`src/rtl/reset_conditioner.sv`:
```
// reset_conditioner: front-end reset source for the synthesizer reset tree.
//
// Merges a bouncy push-button, an asynchronous PLL lock and a synchronous soft-reset
// request into one registered active-low master reset. oRST_n is held low for at least
// MIN_PULSE cycles per reset event, and is released only after the PLL lock has been
// qualified as stable and the key is released.
//
// Optional feature: define RST_WDT_EN to add a RUN-state watchdog (cause 4).
//
// Ports:
//   iCLK         system clock
//   iRST         asynchronous active-high power-on/system reset
//   iKEY_n       push-button, active-low, asynchronous
//   iPLL_LOCKED  PLL lock, asynchronous
//   iSOFT_RST    synchronous single-cycle soft-reset request
//   iWDT_KICK    watchdog kick pulse (only used with RST_WDT_EN)
//   oRST_n       conditioned active-low reset
//   oBUSY        high while oRST_n is low
//   oCAUSE       last reset cause: 0 power-on, 1 key, 2 PLL loss, 3 soft, 4 watchdog
//   oEVT_CNT     reset events since power-on, saturating at 255
module reset_conditioner #(
  parameter int unsigned DEBOUNCE_W = 16,
  parameter int unsigned LOCK_W     = 12,
  parameter int unsigned MIN_PULSE  = 255,
  parameter int unsigned WDT_W      = 24
) (
  input  logic       iCLK,
  input  logic       iRST,
  input  logic       iKEY_n,
  input  logic       iPLL_LOCKED,
  input  logic       iSOFT_RST,
  input  logic       iWDT_KICK,
  output logic       oRST_n,
  output logic       oBUSY,
  output logic [2:0] oCAUSE,
  output logic [7:0] oEVT_CNT
);

  localparam int unsigned PULSE_W = $clog2(MIN_PULSE);
  localparam logic [PULSE_W-1:0]    PULSE_LAST = PULSE_W'(MIN_PULSE - 1);
  // Last count value before all-ones: the transition fires on the 2^W-1'th cycle.
  localparam logic [DEBOUNCE_W-1:0] DB_LAST    = {{(DEBOUNCE_W-1){1'b1}}, 1'b0};
  localparam logic [LOCK_W-1:0]     LOCK_LAST  = {{(LOCK_W-1){1'b1}}, 1'b0};

  localparam logic [2:0] CausePor  = 3'd0;
  localparam logic [2:0] CauseKey  = 3'd1;
  localparam logic [2:0] CausePll  = 3'd2;
  localparam logic [2:0] CauseSoft = 3'd3;
  localparam logic [2:0] CauseWdt  = 3'd4;

  typedef enum logic [1:0] {StAssert, StQual, StRun} state_e;

  // Synchronizers, edge detectors and debounce
  logic                  key_s1_q, key_s2_q;
  logic                  lock_s1_q, lock_s2_q, lock_prev_q;
  logic                  key_db_q, key_db_d, key_db_prev_q;
  logic [DEBOUNCE_W-1:0] db_cnt_q, db_cnt_d;
  logic                  key_fall, lock_fall;

  always_ff @(posedge iCLK or posedge iRST) begin
    if (iRST) begin
      key_s1_q      <= 1'b1;
      key_s2_q      <= 1'b1;
      lock_s1_q     <= 1'b0;
      lock_s2_q     <= 1'b0;
      lock_prev_q   <= 1'b0;
      key_db_q      <= 1'b1;
      key_db_prev_q <= 1'b1;
      db_cnt_q      <= '0;
    end else begin
      key_s1_q      <= iKEY_n;
      key_s2_q      <= key_s1_q;
      lock_s1_q     <= iPLL_LOCKED;
      lock_s2_q     <= lock_s1_q;
      lock_prev_q   <= lock_s2_q;
      key_db_q      <= key_db_d;
      key_db_prev_q <= key_db_q;
      db_cnt_q      <= db_cnt_d;
    end
  end

  always_comb begin
    db_cnt_d = '0;
    key_db_d = key_db_q;
    if (key_s2_q != key_db_q) begin
      if (db_cnt_q == DB_LAST) begin
        key_db_d = key_s2_q;
      end else begin
        db_cnt_d = db_cnt_q + DEBOUNCE_W'(1);
      end
    end
  end

  assign key_fall  = key_db_prev_q & ~key_db_q;
  assign lock_fall = lock_prev_q & ~lock_s2_q;

  // Main FSM state
  state_e             state_q, state_d;
  logic [PULSE_W-1:0] pulse_q, pulse_d;
  logic [LOCK_W-1:0]  lock_cnt_q, lock_cnt_d;
  logic [2:0]         cause_q, cause_d;
  logic [7:0]         evt_q, evt_d;
  logic               rst_n_q, busy_q;
  logic               wdt_fire;
  logic               trig;
  logic [2:0]         trig_cause;

`ifdef RST_WDT_EN
  localparam logic [WDT_W-1:0] WDT_LAST = {{(WDT_W-1){1'b1}}, 1'b0};

  logic [WDT_W-1:0] wdt_q, wdt_d;

  // Fires on the cycle the counter would reach all-ones; held at zero outside RUN.
  always_comb begin
    wdt_d    = '0;
    wdt_fire = 1'b0;
    if (state_q == StRun && !iWDT_KICK) begin
      if (wdt_q == WDT_LAST) begin
        wdt_fire = 1'b1;
      end else begin
        wdt_d = wdt_q + WDT_W'(1);
      end
    end
  end

  always_ff @(posedge iCLK or posedge iRST) begin
    if (iRST) begin
      wdt_q <= '0;
    end else begin
      wdt_q <= wdt_d;
    end
  end
`else
  logic [WDT_W-1:0] unused_wdt_kick;
  assign unused_wdt_kick = {WDT_W{iWDT_KICK}};
  assign wdt_fire        = 1'b0;
`endif

  always_ff @(posedge iCLK or posedge iRST) begin
    if (iRST) begin
      state_q    <= StAssert;
      pulse_q    <= '0;
      lock_cnt_q <= '0;
      cause_q    <= CausePor;
      evt_q      <= '0;
      rst_n_q    <= 1'b0;
      busy_q     <= 1'b1;
    end else begin
      state_q    <= state_d;
      pulse_q    <= pulse_d;
      lock_cnt_q <= lock_cnt_d;
      cause_q    <= cause_d;
      evt_q      <= evt_d;
      // Registered from the next state so oRST_n/oBUSY move with the state, glitch-free.
      rst_n_q    <= (state_d == StRun);
      busy_q     <= (state_d != StRun);
    end
  end

  // Trigger arbitration: PLL > key > watchdog > soft.
  always_comb begin
    trig       = 1'b1;
    trig_cause = CausePor;
    if (lock_fall) begin
      trig_cause = CausePll;
    end else if (key_fall) begin
      trig_cause = CauseKey;
    end else if (wdt_fire) begin
      trig_cause = CauseWdt;
    end else if (iSOFT_RST) begin
      trig_cause = CauseSoft;
    end else begin
      trig = 1'b0;
    end
  end

  always_comb begin
    state_d    = state_q;
    pulse_d    = pulse_q;
    lock_cnt_d = lock_cnt_q;
    cause_d    = cause_q;
    evt_d      = evt_q;
    case (state_q)
      StAssert: begin
        lock_cnt_d = '0;
        if (pulse_q == PULSE_LAST) begin
          state_d = StQual;
          pulse_d = '0;
        end else begin
          pulse_d = pulse_q + PULSE_W'(1);
        end
      end
      StQual: begin
        if (iSOFT_RST) begin
          // Restart the pulse; not a new event, cause and count untouched.
          state_d    = StAssert;
          pulse_d    = '0;
          lock_cnt_d = '0;
        end else if (lock_s2_q && key_db_q) begin
          if (lock_cnt_q == LOCK_LAST) begin
            state_d    = StRun;
            lock_cnt_d = '0;
          end else begin
            lock_cnt_d = lock_cnt_q + LOCK_W'(1);
          end
        end else begin
          lock_cnt_d = '0;
        end
      end
      StRun: begin
        if (trig) begin
          state_d    = StAssert;
          pulse_d    = '0;
          lock_cnt_d = '0;
          cause_d    = trig_cause;
          if (evt_q != 8'hFF) begin
            evt_d = evt_q + 8'd1;
          end
        end
      end
      default: state_d = StAssert;
    endcase
  end

  assign oRST_n   = rst_n_q;
  assign oBUSY    = busy_q;
  assign oCAUSE   = cause_q;
  assign oEVT_CNT = evt_q;

endmodule

```
`config.mk`:
```
export PLATFORM = sky130hd
export DESIGN_NAME = reset_conditioner
export DESIGN_NICKNAME = d
export VERILOG_FILES = /design/src/rtl/reset_conditioner.sv
export SDC_FILE = /design/constraint.sdc
export NUM_CORES = 1
export LEC_CHECK = 0
export CELL_PAD_IN_SITES_DETAIL_PLACEMENT = 1
export CELL_PAD_IN_SITES_GLOBAL_PLACEMENT = 2
export CORE_MARGIN = 3
export CORE_UTILIZATION = 29
export DETAILED_ROUTE_END_ITERATION = 16
export PLACE_DENSITY_LB_ADDON = 0.1
export REMOVE_ABC_BUFFERS = 1
export SLEW_MARGIN = 20
export SYNTH_ARGS = -nofsm -noshare
export SYNTH_HDL_FRONTEND = slang
export SYNTH_SLANG_ARGS = --single-unit
export TNS_END_PERCENT = 5
```
`constraint.sdc`:
```
create_clock -name iCLK -period 1.7 [get_ports iCLK]
set_input_delay 0.34 -clock iCLK [delete_from_list [all_inputs] [get_ports iCLK]]
set_output_delay 0.34 -clock iCLK [all_outputs]
set_load 0.01 [all_outputs]
```
=== Word level (Yosys, flattened, before mapping) ===
Index checks and enable logic that the tools add are counted.

* $add $sub $neg: 4
* Equality and inequality tests: 11
* Multiplexer cells: 23
* Bitwise operators: 4
* Reduce and logical (&&, ||, !) cells: 8

{| class="wikitable"
|+ Operators with widths
! kind !! count
|-
| $mux 12 || 4
|-
| $pmux 12 s3 || 1
|-
| $mux 16 || 2
|-
| $mux 8 || 3
|-
| $pmux 8 s3 || 1
|-
| $add 16x1->16 const B || 1
|-
| $add 8x1->8 const B || 2
|-
| $eq 16x16->1 const B || 1
|-
| $mux 2 || 7
|-
| $add 12x1->12 const B || 1
|-
| $eq 12x12->1 const B || 1
|-
| $eq 8x8->1 const B || 1
|-
| $ne 8x8->1 const B || 1
|-
| $ne 2x2->1 const B || 3
|-
| $pmux 2 s3 || 1
|-
| $reduce_and 2->1 || 3
|-
| $reduce_and 3->1 || 2
|-
| $eq 2x2->1 const B || 2
|-
| $mux 1 || 3
|-
| $mux 3 || 1
|-
| $reduce_bool 3->1 || 1
|-
| $and 1x1->1 || 2
|-
| $eq 2x1->1 const B || 1
|-
| $logic_not 2->1 || 1
|-
| 3 further kinds || 4
|}

* Flip-flop bits (word level): 58
* Bits of input ports: 6
* Word-level logic and storage cells: 65

=== Logic depth before layout (Yosys ltp) ===
Gate-level depths: netlist (run 1).

* Depth after elaboration: 7
* Gate-level depth with buffers: 8

=== Least setup slack after synthesis (run 1) ===
No wires, ideal clock.

* Path type: register -> register
* Start point: register state_q[0]
* End point: register lock_cnt_q[6]
* Setup time: 126 ps
* Arrival: 1707 ps
* Path slack: -133 ps
* Cell stages (with the launch flop): 8
* Cell sequence: dfrtp_1 inv_1 ha_1 buf_2 a41o_4 buf_6 buf_2 a221o_1

* Cells in the longest elaborated chain, start to end: 3
* Elaborated cells between the ends (all ways): 7
* Classes of those cells: eq/ne: 3; mux: 1; reduce/logical: 3

{| class="wikitable"
|+ Ends and longest elaborated chain
! element !! RTL line !! RTL
|-
| start, declared || 98 || <nowiki>state_e state_q, state_d;</nowiki>
|-
| start signal, assigned || 141 || <nowiki>state_q <= StAssert;</nowiki>
|-
| start signal, assigned || 149 || <nowiki>state_q <= state_d;</nowiki>
|-
| $eq 2x2->1, or another cell as far along || 183 || <nowiki>case (state_q)</nowiki>
|-
| $ne 2x2->1 (no line) / $reduce_bool 3->1 (equally long branches) || -- ||
|-
| $reduce_and 2->1 (no line) || -- ||
|-
| end signal, assigned || 151 || <nowiki>lock_cnt_q <= lock_cnt_d;</nowiki>
|-
| end, declared || 100 || <nowiki>logic [LOCK_W-1:0] lock_cnt_q, lock_cnt_d;</nowiki>
|}

Several ways; a longest one is shown, not always the timed one.
A chain may end at the register's enable or synchronous reset.

=== Final worst setup path (run 1) ===
* Start point: register state_q[1]
* End point: register busy_q, in the netlist oBUSY

* Cells in the longest elaborated chain, start to end: 5
* Elaborated cells between the ends (all ways): 10
* Classes of those cells: eq/ne: 3; mux: 6; reduce/logical: 1

{| class="wikitable"
|+ Ends and longest elaborated chain
! element !! RTL line !! RTL
|-
| $mux 2 || 200 || <nowiki>if (lock_cnt_q == LOCK_LAST) begin</nowiki>
|-
| $mux 2 || 199 || <nowiki>end else if (lock_s2_q && key_db_q) begin</nowiki>
|-
| $mux 2 || 194 || <nowiki>if (iSOFT_RST) begin</nowiki>
|-
| $pmux 2 s3 * || 183 ||
|-
| $ne 2x2->1 * || 156 || <nowiki>busy_q <= (state_d != StRun);</nowiki>
|-
| end signal, assigned || 156 ||
|-
| end, declared || 103 || <nowiki>logic rst_n_q, busy_q;</nowiki>
|}

Mark *: on every way between the ends. The rest lies on a longest branch, timed or not.

==> impl_metrics.yaml, run 1 <==
outcome:
  status: "complete, but fails checks"
  violations: "negative setup slack"
worst_setup_path:
  critPathSlowestCell: "dfrtp_1"
  crit_type: "reg -> reg"
  crit_end: "oBUSY$_DFF_PP1_"
  worst_setup_path_start_kind: "register"
  slowest_delay_ps: 420
  cp-end-kind: "register"
  worstRegToRegCells: 6
  reg2reg_setup_slack_ps: -80
  crit_chain: "inv_2 > ha_4 > and4b_2 > a41oi_2 > a31oi_2 > or3b_1"
  worstPathArrival_ps: 2030
  required_ps: 1950
  reg2reg_from: "state_q[1]$_DFF_PP0_"
  crit_fanout: 4
  critPathLaunch: "state_q[1]$_DFF_PP0_"
  r2r_end: "oBUSY$_DFF_PP1_"
placement:
  place_congestion: 0.727
  dp_hpwl_um: 5330
  placed_cell_area_um2: 3750
  io_buffer_count: 16
yosys:
  synth_cell_types: 57
  syn_area_per_cell_um2: 10.6
  synthFlopType: "dfrtp_1"
  synth_edf_count: 0
  syn_area_um2: 3080
  ys_ff_latch: 57
  synthCells: 290
  synth_warnings: 0
  async_flop_share: 1.00
  yosysSeqAreaShare: 0.466
route:
  wl_per_cell_um: 15.6
  ant_nets: 0
  finalWirelength_um: 7820
  vias: 2515
  drc_errors: 0
  drtIter0Drc: 94
  drtPass1Iterations: 4
  viasPerCell: 5.00
layout:
  fin_area_um2: 4160
  antenna_cells: 0
  drive_gt1_frac: 0.327
  num-nets-final: 383
  syn_to_final_growth_pct: 35.3
floorplan:
  die_x_um: 109
  die_y_um: 109
  io_pins: 19
  start_util: 0.306
  num_rows: 36
  core_um2: 10000
  die-area_um2: 11900
clock_network:
  cts_num_sinks: 57
  ctsHoldBuffers: 0
  cts_max_path_buffers: 2
  cts_tree: "yes"
  root_buffer: "clkbuf_8"
  clk-insertion-delay-late_ps: 330
  clk_pin_slew_ps: 70
  numCtsBuffers: 9
  h-tree-depth: 3
global_routing:
  grt-ovfl-total: 0
  antenna_found_initial: 0
  grt_max_degree: 36
  grtUsageTotal: 0.141
  grt_pass1_wl_um: 13200
  grt_pass1_vias: 2660
sta:
  skew_ps: 9.86
  setup_viol: 15
  worst_slack_ps: -81.0
  rsz0062_at_grt: "yes"
  fin_crit_ps: 1780
  period_share: 1.05
  hold_viol_final: 0
  maxSlewViolCount: 0
  max_clock_freq_mhz: 561
  tns_ps: -640
power:
  p_int_mw: 2.36
  clkPwrFrac: 0.503
  p_leak_nw: 1.89
  p_switching_mw: 0.630
  power.share.switching: 0.211
  seq_power_share: 0.461
  p_comb_frac: 0.036
  p_per_area_nw_per_um2: 719
  ir_worst_vdd_uv: 366
run:
  drv_cap: 0
worst_hold_path:
  worstHoldPathType: "reg -> reg"
-- cells by family after synthesis --
family,synth area share
other cells,0.00122
buf+inv,0.0317
fa+ha+maj,0.0488
compound gates,0.156
mux,0.0110
flops,0.466
xor+xnor,0.0541
simple gates,0.232
-- routing by layer --
layer  vias up  track usage  part of all wire
li1       1232            -                 -
met1      1256        0.191              0.50
met2        22        0.225              0.47
met3         5       0.0409             0.022
met4         0       0.0298            0.0083
met5         -            0                 0
-- power by group through the flow --
stage	Sequential [mW]	Combinational (mW)	Clock [mW]
finish	1.38	0.109	1.50
global route	1.38	0.123	1.62
CTS	1.38	0.111	1.56
detailed placement	1.40	0.111	0
global placement	1.40	0.109	0
floorplan	1.40	0.0520	0
-- metrics by stage --
stage               power, mW  hold slack [ps]  utilization  cells  worst slack, ps
floorplan                1.45              331            -    281             -166
global placement         1.51              335        0.373    482             -395
detailed placement       1.52              337        0.373    482             -418
CTS                      3.05              339        0.403    499             -123
global route             3.12              343        0.414    503             -169
finish                   2.99              337        0.414    503            -81.0
-- flip-flops by register name, summed over array words and instances (netlist names) --
signal         flops
lock_prev_q        1
key_db_q           1
lock_s1_q          1
key_db_prev_q      1
key_s2_q           1
key_s1_q           1
lock_cnt_q        12
oRST_n             1
pulse_q            8
db_cnt_q          16
oEVT_CNT           8
state_q            2
lock_s2_q          1
oCAUSE             2
oBUSY              1
-- Yosys cell counts (2+ instances only) --
cell type | number | area (um^2)
a2111oi_2 | 2 | 30.0
nor3_1 | 2 | 10.0
a41oi_1 | 2 | 17.5
o21ai_1 | 3 | 15.0
buf_2 | 3 | 15.0
nor2_1 | 9 | 33.8
dfrtp_1 | 52 | 1300
nand2_1 | 22 | 82.6
dfstp_2 | 5 | 131
a21o_1 | 4 | 30.0
inv_1 | 9 | 33.8
xor2_1 | 17 | 149
buf_4 | 2 | 15.0
buf_6 | 2 | 22.5
nand2b_4 | 2 | 27.5
xnor2_1 | 2 | 17.5
and4b_1 | 2 | 20.0
a22o_1 | 5 | 43.8
o31ai_4 | 3 | 63.8
nor2b_1 | 6 | 37.5
or3_1 | 6 | 37.5
o31ai_1 | 6 | 45.0
and2_1 | 2 | 12.5
clkbuf_1 | 2 | 7.51
a21oi_1 | 14 | 70.1
nand3_1 | 16 | 80.1
ha_1 | 12 | 150
a31oi_1 | 3 | 18.8
nand4_1 | 10 | 62.6
nor2_2 | 11 | 68.8
and4_1 | 8 | 70.1
o21ai_0 | 10 | 50.1
mux2_2 | 2 | 22.5
a311oi_1 | 2 | 17.5
and3_1 | 4 | 25.0
or4_1 | 7 | 52.6
-- layout make-up --
cell class	instances	area, um^2
fill	1132	5880
sequential	57	1430
inverter	10	37.5
clock inverter	2	60.1
timing repair buffer	71	594
multi-input combinational	216	1700
clock buffer	14	173
tap	133	166
-- cells in the final DEF, fill, tap and decap left out, types with 4 or more instances in the layout --
cell,n
buf_4,52
nor2_2,10
clkbuf_8,12
nor2b_1,5
a21oi_1,13
dfrtp_1,51
and4_1,7
o21ai_0,10
nand2_1,22
clkdlybuf4s50_1,11
or3_1,6
and3_1,4
or4_1,7
inv_2,4
nand4_1,10
nor2_1,9
nand3_1,16
ha_1,9
o31ai_1,6
a22o_1,5
dfstp_2,5
inv_1,6
a21o_1,4
xor2_1,17
-- repair_timing --
action                                  CTS  global route
pin swaps                                11             5
gates cloned                              0             2
buffers inserted                          1             3
endpoints found under the setup margin   25            30
gates resized for setup                  20            12
-- worst min path at each step --
stage	start	endpoint	depth (start not counted)
floorplan	lock_s1_q$_DFF_PP0_	lock_s2_q$_DFF_PP0_	0
global placement	lock_s1_q$_DFF_PP0_	lock_s2_q$_DFF_PP0_	0
detailed placement	lock_s1_q$_DFF_PP0_	lock_s2_q$_DFF_PP0_	0
CTS	lock_s1_q$_DFF_PP0_	lock_s2_q$_DFF_PP0_	0
global route	lock_s1_q$_DFF_PP0_	lock_s2_q$_DFF_PP0_	0
finish	lock_s1_q$_DFF_PP0_	lock_s2_q$_DFF_PP0_	0
-- worst max-delay path: cells and delay by family (launching register included) --
family,cells,cell delay [ps]
adder cells (fa/ha/maj),1,140
AO/OA/AOI/OAI,2,390
buffers and inverters,1,90
flip-flops,1,420
AND/OR/NAND/NOR,2,670
No activity file was read; power rests on OpenSTA's default activity.
==> inputs of run 2 (changes only) <==
--- a/config.mk
+++ b/config.mk
@@ -10,7 +10,9 @@
 export CORE_MARGIN = 3
 export CORE_UTILIZATION = 29
 export DETAILED_ROUTE_END_ITERATION = 16
+export GPL_TIMING_DRIVEN = 0
 export PLACE_DENSITY_LB_ADDON = 0.1
+export RECOVER_POWER = 100
 export REMOVE_ABC_BUFFERS = 1
 export SLEW_MARGIN = 20
 export SYNTH_ARGS = -nofsm -noshare
==> run 2 against run 1 <==
- the run still ends with negative setup slack left
- via count shrank 5.8%
- register-to-register slack lost 60 ps
- core utilization fell by 2.9 points
- non-clock buffer count down 42
- global-route usage decreased by 0.73 points
- maximum frequency decreased by 3.1%
- critical path depth is 1 higher
- power rose by 1.8%
- combinational power down 23%
- final cell count down 8.3%
- final area decreased by 6.9%
==> impl_metrics.yaml, run 2 (synthesized netlist as in run 1, its figures left out) <==
worst_setup_path:
  crit_fanout: 6
  reg2reg_setup_slack_ps: -140
  worstPathArrival_ps: 2110
  critPathLaunch: "state_q[1]$_DFF_PP0_"
  cp-end-kind: "register"
  crit_end: "lock_cnt_q[9]$_DFFE_PP0P_"
  reg2reg_from: "state_q[1]$_DFF_PP0_"
  r2r_end: "lock_cnt_q[9]$_DFFE_PP0P_"
  worstRegToRegCells: 7
  crit_type: "reg -> reg"
  worst_setup_path_start_kind: "register"
  required_ps: 1980
global_routing:
  grt-ovfl-total: 0
  grt_max_degree: 37
  grtUsageTotal: 0.134
  grt_pass1_vias: 2422
  grt_pass1_wl_um: 12400
  antenna_found_initial: 0
placement:
  io_buffer_count: 16
  place_congestion: 0.676
  post-place-ws_ps: -558
  dp_hpwl_um: 4680
  placed_cell_area_um2: 3370
route:
  drc_errors: 0
  ant_nets: 0
  vias: 2370
  wl_per_cell_um: 16.5
  finalWirelength_um: 7630
  viasPerCell: 5.14
  drtPass1Iterations: 4
  drtIter0Drc: 89
power:
  p_leak_nw: 1.66
  total_power_mw: 3.05
  p_per_area_nw_per_um2: 786
  ir_worst_vdd_uv: 405
sta:
  fin_crit_ps: 1840
  skew_ps: 9.33
  period_share: 1.08
  rsz0062_at_grt: "yes"
  tns_ps: -1050
  maxSlewViolCount: 0
  hold_viol_final: 0
  tightest_slew_ps: 989
  timing.slew.headroom: 0.337
  max_clock_freq_mhz: 544
  setup_viol: 17
  whs_ps: 352
  worst_slack_ps: -138
floorplan:
  die_x_um: 109
  die_y_um: 109
  io_pins: 19
  start_util: 0.306
  core_um2: 10000
  die-area_um2: 11900
  num_rows: 36
worst_hold_path:
  worstHoldPathType: "reg -> reg"
  min_from: "lock_s1_q$_DFF_PP0_"
clock_network:
  clk-insertion-delay-late_ps: 340
  cts_tree: "yes"
  cts_num_sinks: 57
  numCtsBuffers: 9
  root_buffer: "clkbuf_8"
  h-tree-depth: 3
  clk_pin_slew_ps: 70
  cts_max_path_buffers: 2
layout:
  syn_to_final_growth_pct: 25.9
  num-nets-final: 341
  fillers: 1112
  fin_area_um2: 3870
  final_cell_mix: "49 x dfrtp_1, 22 x nand2_1, 17 x xor2_1"
  final-seq-area_um2: 1440
  largest_reg_flops: 16
  multi_input_area_um2: 1710
  regMostFlops: "db_cnt_q"
  antenna_cells: 0
  layout_commonest_cell: "dfrtp_1"
  drive_gt1_frac: 0.287
  top_regs: "db_cnt_q: 16 flops, lock_cnt_q: 12 flops"
run:
  drv_cap: 0
outcome:
  status: "complete, but fails checks"
  violations: "negative setup slack"
## run 2: cell count changes in the layout (fill, tap and decap cells not counted), moves of 3 or more
| cell | before | now |
|---|---|---|
| clkdlybuf4s50_1 | 11 | 6 |
| dlygate4sd3_1 | 0 | 4 |
| nand3_2 | 0 | 3 |
| buf_4 | 52 | 10 |
| or4_4 | 0 | 5 |
| or4_1 | 7 | 2 |
| a21oi_2 | 1 | 4 |
| a21oi_1 | 13 | 10 |
## run 2: timing repair
item / CTS / global route
setup buffers: 1 / 11
pin swaps: 5 / 17
hold buffers: 0 / 0
setup endpoints to repair: 48 / 32
gates cloned: 0 / 2
resized for setup: 16 / 35
## run 2: stage by stage
step,util,instances
2_1_floorplan,-,281
3_3_place_gp,0.333,430
3_5_place_dp,0.335,431
4_1_cts,0.365,448
5_1_grt,0.386,461
6_report,0.386,461
## run 2: layout make-up
cell class / instances / share of cell area
clock buffers: 11 / 0.0365
clock inverters: 5 / 0.0265
inverters: 10 / 0.0100
multi-input cells: 216 / 0.442
flip-flops and latches: 57 / 0.371
well taps: 133 / 0.0429
repair buffers: 29 / 0.0714
## run 2: report_power, final
group          switching [mW]  internal, mW
registers              0.0108          1.37
clock network           0.569          1.01
logic                  0.0599        0.0240
## run 2: critical path: stages, from the launching register on
cell	delay, ps
dfrtp_2	460
inv_2	100
ha_4	140
and4b_2	280
o31ai_4	90
buf_12	150
or4_4	460
nand3_1	90
## run 2: worst min path at each step
| stage | endpoint | slack [ps] | cells after the start |
|---|---|---|---|
| 2_1_floorplan | lock_s2_q$_DFF_PP0_ | 330 | 0 |
| 3_3_place_gp | lock_s2_q$_DFF_PP0_ | 340 | 0 |
| 3_5_place_dp | lock_s2_q$_DFF_PP0_ | 340 | 0 |
| 4_1_cts | db_cnt_q[12]$_DFF_PP0_ | 300 | 2 |
| 5_1_grt | lock_s2_q$_DFF_PP0_ | 360 | 0 |
| 6_report | lock_s2_q$_DFF_PP0_ | 350 | 0 |
## run 2: routing by layer
metal	vias to the layer above	routed length (um)	share of wire	GRT usage
met3	12	241	0.032	0.0397
met5	-	0	0	0
li1	1137	-	-	-
met4	0	126	0.017	0.0433
met1	1191	3810	0.50	0.174
met2	30	3450	0.45	0.214
==> inputs of run 3 (changes only) <==
--- a/config.mk
+++ b/config.mk
@@ -9,6 +9,7 @@
 export CELL_PAD_IN_SITES_GLOBAL_PLACEMENT = 2
 export CORE_MARGIN = 3
 export CORE_UTILIZATION = 29
+export CTS_CLUSTER_DIAMETER = 200
 export DETAILED_ROUTE_END_ITERATION = 16
 export GPL_TIMING_DRIVEN = 0
 export PLACE_DENSITY_LB_ADDON = 0.1
==> results of run 3 <==
Final layout, timing and power as in run 2 (identical DEF).
